[config.mk]
export PLATFORM = sky130hd
export DESIGN_NAME = fetch_unit
export DESIGN_NICKNAME = d
export VERILOG_FILES = /design/src/rtl/fetch_unit.sv
export SDC_FILE = /design/constraint.sdc
export NUM_CORES = 1
export LEC_CHECK = 0
export CORE_ASPECT_RATIO = 1.5
export CORE_UTILIZATION = 28
export DETAILED_ROUTE_END_ITERATION = 6
export PLACE_DENSITY = 0.56
export SETUP_SLACK_MARGIN = 0.3
export SLEW_MARGIN = 30
export SYNTH_ARGS = -nofsm -noshare
export SYNTH_HDL_FRONTEND = slang
export SYNTH_SLANG_ARGS = --single-unit
[constraint.sdc]
create_clock -name clock -period 1.7 [get_ports clock]
set_input_delay 0.17 -clock clock [delete_from_list [all_inputs] [get_ports clock]]
set_output_delay 0.17 -clock clock [all_outputs]
set_load 0.01 [all_outputs]
[src/rtl/fetch_unit.sv]
// +--------------------------------------------------------------------------+
// | fetch_unit                                                                 |
// | Instruction fetch stage: owns the PC, fetches from instruction memory and |
// | hands words to the IR stage. Optional macro FETCH_STATS_EN adds a        |
// | saturating fetch_count output.                                            |
// | Revision: 1.0                                                              |
// +--------------------------------------------------------------------------+
`default_nettype none

module fetch_unit #(
  parameter int DATA_WIDTH = 16,
  parameter int ADDR_WIDTH = 16,
  parameter int PC_STEP    = 4,
  parameter int RESET_PC   = 0
) (
  input  logic                  clock,
  input  logic                  reset,
  output logic                  imem_req,
  output logic [ADDR_WIDTH-1:0] imem_addr,
  input  logic                  imem_ready,
  input  logic [DATA_WIDTH-1:0] imem_rdata,
  output logic                  ir_valid,
  input  logic                  ir_ready,
  output logic [DATA_WIDTH-1:0] ir_data,
  output logic [ADDR_WIDTH-1:0] ir_pc,
  input  logic                  redirect,
  input  logic [ADDR_WIDTH-1:0] redirect_pc,
  input  logic                  halt,
`ifdef FETCH_STATS_EN
  output logic [15:0]           fetch_count,
`endif
  output logic                  busy
);

  localparam logic [ADDR_WIDTH-1:0] c_pc_step  = ADDR_WIDTH'(PC_STEP);
  localparam logic [ADDR_WIDTH-1:0] c_reset_pc = ADDR_WIDTH'(RESET_PC);

  typedef enum logic [1:0] {
    ST_REQ    = 2'd0,
    ST_HOLD   = 2'd1,
    ST_HALTED = 2'd2
  } state_t;

  state_t                r_state;
  logic [ADDR_WIDTH-1:0] r_pc;

  assign imem_req  = (r_state == ST_REQ);
  assign imem_addr = r_pc;
  assign busy      = (r_state != ST_HALTED);

  always_ff @(posedge clock or posedge reset) begin
    if (reset) begin
      r_state  <= ST_REQ;
      r_pc     <= c_reset_pc;
      ir_valid <= 1'b0;
      ir_data  <= '0;
      ir_pc    <= '0;
    end else if (redirect) begin
      // Redirect wins over everything: in-flight or held words are squashed.
      r_pc     <= redirect_pc;
      ir_valid <= 1'b0;
      r_state  <= halt ? ST_HALTED : ST_REQ;
    end else begin
      case (r_state)
        ST_REQ: begin
          if (imem_ready) begin
            ir_data  <= imem_rdata;
            ir_pc    <= r_pc;
            ir_valid <= 1'b1;
            r_pc     <= r_pc + c_pc_step;
            r_state  <= ST_HOLD;
          end else if (halt) begin
            r_state <= ST_HALTED;
          end
        end
        ST_HOLD: begin
          if (ir_ready) begin
            ir_valid <= 1'b0;
            r_state  <= halt ? ST_HALTED : ST_REQ;
          end
        end
        ST_HALTED: begin
          if (!halt) r_state <= ST_REQ;
        end
        default: r_state <= ST_REQ;
      endcase
    end
  end

`ifdef FETCH_STATS_EN
  logic w_accept;
  assign w_accept = ir_valid && ir_ready && !redirect;

  always_ff @(posedge clock or posedge reset) begin
    if (reset) begin
      fetch_count <= 16'h0000;
    end else if (w_accept && (fetch_count != 16'hFFFF)) begin
      fetch_count <= fetch_count + 16'h0001;
    end
  end
`endif

endmodule

`default_nettype wire
Word level (Yosys, flattened, before mapping). Cells that the tools add are included.

Flip-flop bits (word level): 51. Latch bits: 0. RAM bits: 0. Memory bits (read-only): 0. Bits of input ports: 38. Word-level logic and storage cells: 36. Memories: 0.

$add $sub $neg: 1. Multipliers: 0. Div/mod/pow operators: 0. $lt $le $gt $ge: 0. Equality and inequality tests: 7. Shift-type cells: 0. Muxes and demuxes: 14. Bitwise operators: 1. Reduce and logical (&&, ||, !) cells: 8.

Operators by type and width (number): 16-bit 2-to-1 mux (3); 16-bit by 3-bit adder with 16-bit output (second input constant) (1); 2-bit 2-to-1 mux (6); 3-bit AND reduction (3); 3-bit != test (second input constant) (2); 2-bit case mux with 3 select lines (1); 4-bit by 1-bit != test with 1-bit output (second input constant) (1); 2-bit nonzero test (2); 1-bit 2-to-1 mux (3); 3-bit by 1-bit != test with 1-bit output (second input constant) (1); 3-bit nonzero test (1); 2-bit by 1-bit equality test with 1-bit output (second input constant) (1); 2-bit equality test (second input constant) (1); 2-bit logical NOT (1); 2-bit != test (second input constant) (1); 1-bit case mux with 2 select lines (1); 2-bit AND reduction (1); 1-bit inverter (1).

Depth between registers and ports, before layout.
Depth after elaboration: 4. Mapped depth: 5. Gate-level depth less buffers: 5.

Least setup slack after synthesis. No wires, ideal clock.

Kind: reg-to-reg. From: reg r_state[0]. To: reg r_pc[13], in the netlist imem_addr[13]. Library setup time: 126 ps. Data arrival time: 1685 ps. Setup slack: -111 ps. Cell stages (with the launch flop): 5. Path buffers: 1. Clock period less this slack: 1811 ps. Cell sequence: dfrtp_1 > buf_6 > or3b_4 > or4_4 > a221o_1.

Longest elaborated chain between the ends: 3.

RTL lines: from (decl) (RTL line 44) `state_t r_state;`; from (signal assigned) (RTL line 62) `r_state <= halt ? ST_HALTED : ST_REQ;`; from (signal assigned) (RTL line 79) `r_state <= halt ? ST_HALTED : ST_REQ;`; 2-bit logical NOT (RTL line 64) `case (r_state)`; 2-bit nonzero test (no source line); 2-bit AND reduction (no source line); to (signal assigned) (RTL line 54) `r_pc <= c_reset_pc;`; to (signal assigned) (RTL line 60) `r_pc <= redirect_pc;`; to (signal assigned) (RTL line 70) `r_pc <= r_pc + c_pc_step;`; to (decl) (RTL line 45) `logic [ADDR_WIDTH-1:0] r_pc;`.

Every way passes these cells. A chain may end at the register's enable or synchronous reset.

Worst setup path in the final report.
From: reg r_state[1]. To: reg r_pc[13], in the netlist imem_addr[13].

The elaborated chain is that of the path after synthesis.

==> run_summary.xml <==
<?xml version="1.0" encoding="UTF-8"?>
<metrics>
  <group name="global_routing">
    <metric name="grt_pass1_vias" unit="">1925</metric>
    <metric name="grt_antenna_before_repair" unit="">0</metric>
    <metric name="grtUsageTotal" unit="%">14.94</metric>
    <metric name="grt_use_met2" unit="%">25.39</metric>
    <metric name="most_crowded_layer_after_global_routing" unit="">met2</metric>
    <metric name="met1_usage" unit="%">17.08</metric>
    <metric name="overflow" unit="">0</metric>
    <metric name="largest_net_degree_at_the_start_of_global_routing" unit="">52</metric>
    <metric name="grt_pass1_wl" unit="um">9246</metric>
    <metric name="global_route_met3_utilization" unit="%">4.471</metric>
  </group>
  <group name="setup_path">
    <metric name="cell_by_cell_listing_of_the_critical_path" unit="">or3b_4 &gt; or4_4 &gt; a221o_1</metric>
    <metric name="critical_path.reg2reg.endpoint" unit="">imem_addr[13]$_DFFE_PP0P_</metric>
    <metric name="timing.reg2reg.setup_slack" unit="ns">0.04</metric>
    <metric name="crit_fanout" unit="">5</metric>
    <metric name="endpoint_kind" unit="">flop</metric>
    <metric name="start_kind" unit="">flop</metric>
    <metric name="critical_path_required" unit="ns">1.88</metric>
    <metric name="r2r_cells" unit="">3</metric>
    <metric name="worst-endpoint-arrival" unit="ns">1.83</metric>
    <metric name="timing_worst_setup_path_type" unit="">flop to flop</metric>
    <metric name="cpPeakStageDelay" unit="ns">0.44</metric>
    <metric name="worst_r2r_startpoint" unit="">r_state[1]$_DFFE_PP0P_</metric>
    <metric name="worst_path_max_delay_cell" unit="">sky130_fd_sc_hd__or3b_4</metric>
  </group>
  <group name="place">
    <metric name="detailed_place.area" unit="um^2">3392</metric>
    <metric name="detailedPlacementHpwl" unit="um">3768</metric>
    <metric name="place_congestion" unit="">0.7230</metric>
    <metric name="port_buffers" unit="">88</metric>
  </group>
  <group name="clocking">
    <metric name="root_buf_cell" unit="">sky130_fd_sc_hd__clkbuf_16</metric>
    <metric name="cts_tree" unit="">done</metric>
    <metric name="path_clk_slew" unit="ns">0.06</metric>
    <metric name="cts_made_buffers" unit="">5</metric>
    <metric name="clock_path_buffers" unit="">2</metric>
    <metric name="cts_hold_buf" unit="">0</metric>
    <metric name="clock_insertion_delay_worst_skew" unit="ns">0.29</metric>
    <metric name="clock_sinks" unit="">51</metric>
    <metric name="htree_num_levels" unit="">2</metric>
  </group>
  <group name="routing">
    <metric name="dr.pass1.iters" unit="">4</metric>
    <metric name="route.detailed.drc" unit="">0</metric>
    <metric name="via_per_inst" unit="">4.485</metric>
    <metric name="detail_route.iter0.violations" unit="">33</metric>
    <metric name="ant_nets" unit="">0</metric>
    <metric name="avgRoutedWirePerCell" unit="um">14.69</metric>
    <metric name="final_wl" unit="um">5847</metric>
    <metric name="detailroute.via_count" unit="">1785</metric>
  </group>
  <group name="timing">
    <metric name="finalHoldViolCount" unit="">0</metric>
    <metric name="fin_crit_sh" unit="%">97.48</metric>
    <metric name="grt_setup_unrepaired" unit="">true</metric>
    <metric name="setup_violations" unit="">0</metric>
    <metric name="fin_crit" unit="ns">1.657</metric>
    <metric name="setup_clock_skew_after_layout" unit="ns">0.003621</metric>
    <metric name="number_of_max_slew_violations_in_the_final_report" unit="">0</metric>
    <metric name="slew_headroom" unit="%">73.07</metric>
    <metric name="max_freq" unit="MHz">603.5</metric>
    <metric name="timing_worst_slew_pin_value" unit="ns">0.3938</metric>
    <metric name="setup_tns" unit="ns">0</metric>
  </group>
  <group name="logic_synthesis">
    <metric name="synthesis.instances" unit="">175</metric>
    <metric name="yosysTopAreaCell" unit="">sky130_fd_sc_hd__dfrtp_1</metric>
    <metric name="ys_async_sr_fraction" unit="%">100.0</metric>
    <metric name="net_count_synth" unit="">214</metric>
    <metric name="part_of_the_yosys_area_used_for_sequential_elements" unit="%">58.09</metric>
    <metric name="synth-edff-count" unit="">0</metric>
    <metric name="prevailing_post_synth_register_cell" unit="">sky130_fd_sc_hd__dfrtp_1</metric>
    <metric name="yosysWarnings" unit="">0</metric>
    <metric name="synthDistinctLibCells" unit="">31</metric>
    <metric name="synth.ff_latch_count" unit="">51</metric>
    <metric name="synthTopCellsByArea" unit="">sky130_fd_sc_hd__dfrtp_1 58%, sky130_fd_sc_hd__mux2_2 17%, sky130_fd_sc_hd__xnor2_1 3.2%, sky130_fd_sc_hd__o21ai_0 3.0%, sky130_fd_sc_hd__nand2_1 2.6%</metric>
    <metric name="postSynthAreaPerCell" unit="um^2">12.55</metric>
    <metric name="synthDominantCellAreaShare" unit="%">58.09</metric>
    <metric name="post_synth_instance_area" unit="um^2">2197</metric>
  </group>
  <group name="pwr">
    <metric name="pwr_density_cell" unit="nW/um^2">1021</metric>
    <metric name="design_power_total" unit="W">0.003944</metric>
    <metric name="ir_drop" unit="uV">652.6</metric>
    <metric name="p_leak" unit="nW">1.724</metric>
  </group>
  <group name="finish">
    <metric name="layout.nets" unit="">334</metric>
    <metric name="stdcell_area" unit="um^2">3864</metric>
    <metric name="most-common-layout-cells" unit="">67 x sky130_fd_sc_hd__clkdlybuf4s50_1, 46 x sky130_fd_sc_hd__dfrtp_1, 25 x sky130_fd_sc_hd__mux2_4, 25 x sky130_fd_sc_hd__buf_4, 15 x sky130_fd_sc_hd__nand2_1</metric>
    <metric name="post_route_cells_drive_above_1_share" unit="%">31.76</metric>
    <metric name="antennaDiodeCount" unit="">0</metric>
    <metric name="area.growth.synth_to_final" unit="%">75.85</metric>
    <metric name="mostFrequentLayoutCell" unit="">sky130_fd_sc_hd__clkdlybuf4s50_1</metric>
  </group>
  <group name="floorplan">
    <metric name="die_width" unit="um">74.33</metric>
    <metric name="die-area" unit="um^2">8212</metric>
    <metric name="dieHeight" unit="um">110.5</metric>
    <metric name="placement_rows" unit="">39</metric>
    <metric name="core-area" unit="um^2">7612</metric>
    <metric name="start_util" unit="%">28.86</metric>
    <metric name="io_pins" unit="">89</metric>
  </group>
  <group name="status">
    <metric name="outcome" unit="">completed</metric>
  </group>
  <group name="hold_path">
    <metric name="worstHoldPathType" unit="">input port to async pin</metric>
  </group>
  <group name="run">
    <metric name="timing.max_cap.violations" unit="">0</metric>
  </group>
</metrics>
## cells in the mapped netlist, drive strengths merged, types with 2 or more instances
master	count
buf	4
xnor2	8
clkbuf	4
a21oi	2
xor2	3
nand3	4
inv	4
nand2	15
mux2	34
dfrtp	51
nor3	4
or3	2
nor2	6
o21ai	13
nor4	3
nand4	5
## cells by family after synthesis
| group | share of synthesized area [%] |
|---|---|
| AOI/OAI and AO/OA | 5.297 |
| DFF | 58.09 |
| muxes | 17.88 |
| xor gates and xnor gates | 4.385 |
| buffers and inverters | 2.562 |
| and+or+nand+nor | 11.22 |
| adders and majority gates | 0.5694 |
## critical path, delay by kind of cell, from the launching register on
family,cells,cell delay [ns]
simple gates,2,0.87
flops,1,0.37
compound gates,1,0.29
## sequential cells by signal, summed over array words and instances (netlist names)
| name | flops |
|---|---|
| ir_pc | 16 |
| imem_addr | 16 |
| ir_valid | 1 |
| r_state | 2 |
| ir_data | 16 |
## final cells by class
class / count / area (um^2)
inverters: 4 / 15.01
flip-flops and latches: 51 / 1282
fillers: 718 / 3749
repair buffers: 121 / 1201
multi-input cells: 112 / 1081
clock buffers: 8 / 156.4
well taps: 102 / 127.6
## power by group
group | internal [W] | switching [W] | total (W)
sequential | 0.00146 | 0.000151 | 0.00161
clock | 0.000627 | 0.000421 | 0.00105
combinational | 0.000837 | 0.000451 | 0.00129
## layer usage
layer  vias to the layer above  wire length (um)
met4                         0               119
met3                         8               373
met2                        57              2990
met1                       863              2364
met5                         -                 0
li1                        857                 -
## repair_timing
item,CTS,global route
buffers inserted,9,3
resized for setup,23,54
setup endpoints to repair,59,57
pin swaps,4,15
## per-stage QoR
step	hold WS (ns)	instances	utilization, %	setup WS [ns]
2_1_floorplan	0.2837	175	-	-0.02186
3_3_place_gp	0.4879	378	44.56	-0.2506
3_5_place_dp	0.4944	378	44.56	-0.2895
4_1_cts	0.2617	395	48.11	0.04432
5_1_grt	0.2872	398	50.76	-0.01203
6_report	0.2369	398	50.76	0.04290
## how the worst max path moves through the flow
stage / startpoint / endpoint / slack (ns) / cells past startpoint
after floorplan: r_state[0]$_DFFE_PP0P_ / imem_addr[13]$_DFFE_PP0P_ / -0.02 / 4
after global placement: imem_ready / imem_addr[11]$_DFFE_PP0P_ / -0.25 / 6
after detailed placement: imem_ready / imem_addr[11]$_DFFE_PP0P_ / -0.29 / 6
final: r_state[1]$_DFFE_PP0P_ / imem_addr[13]$_DFFE_PP0P_ / 0.04 / 3
after CTS: r_state[1]$_DFFE_PP0P_ / imem_addr[13]$_DFFE_PP0P_ / 0.04 / 3
after global routing: r_state[1]$_DFFE_PP0P_ / imem_addr[13]$_DFFE_PP0P_ / -0.01 / 3
(Power assumes the default switching activity.)
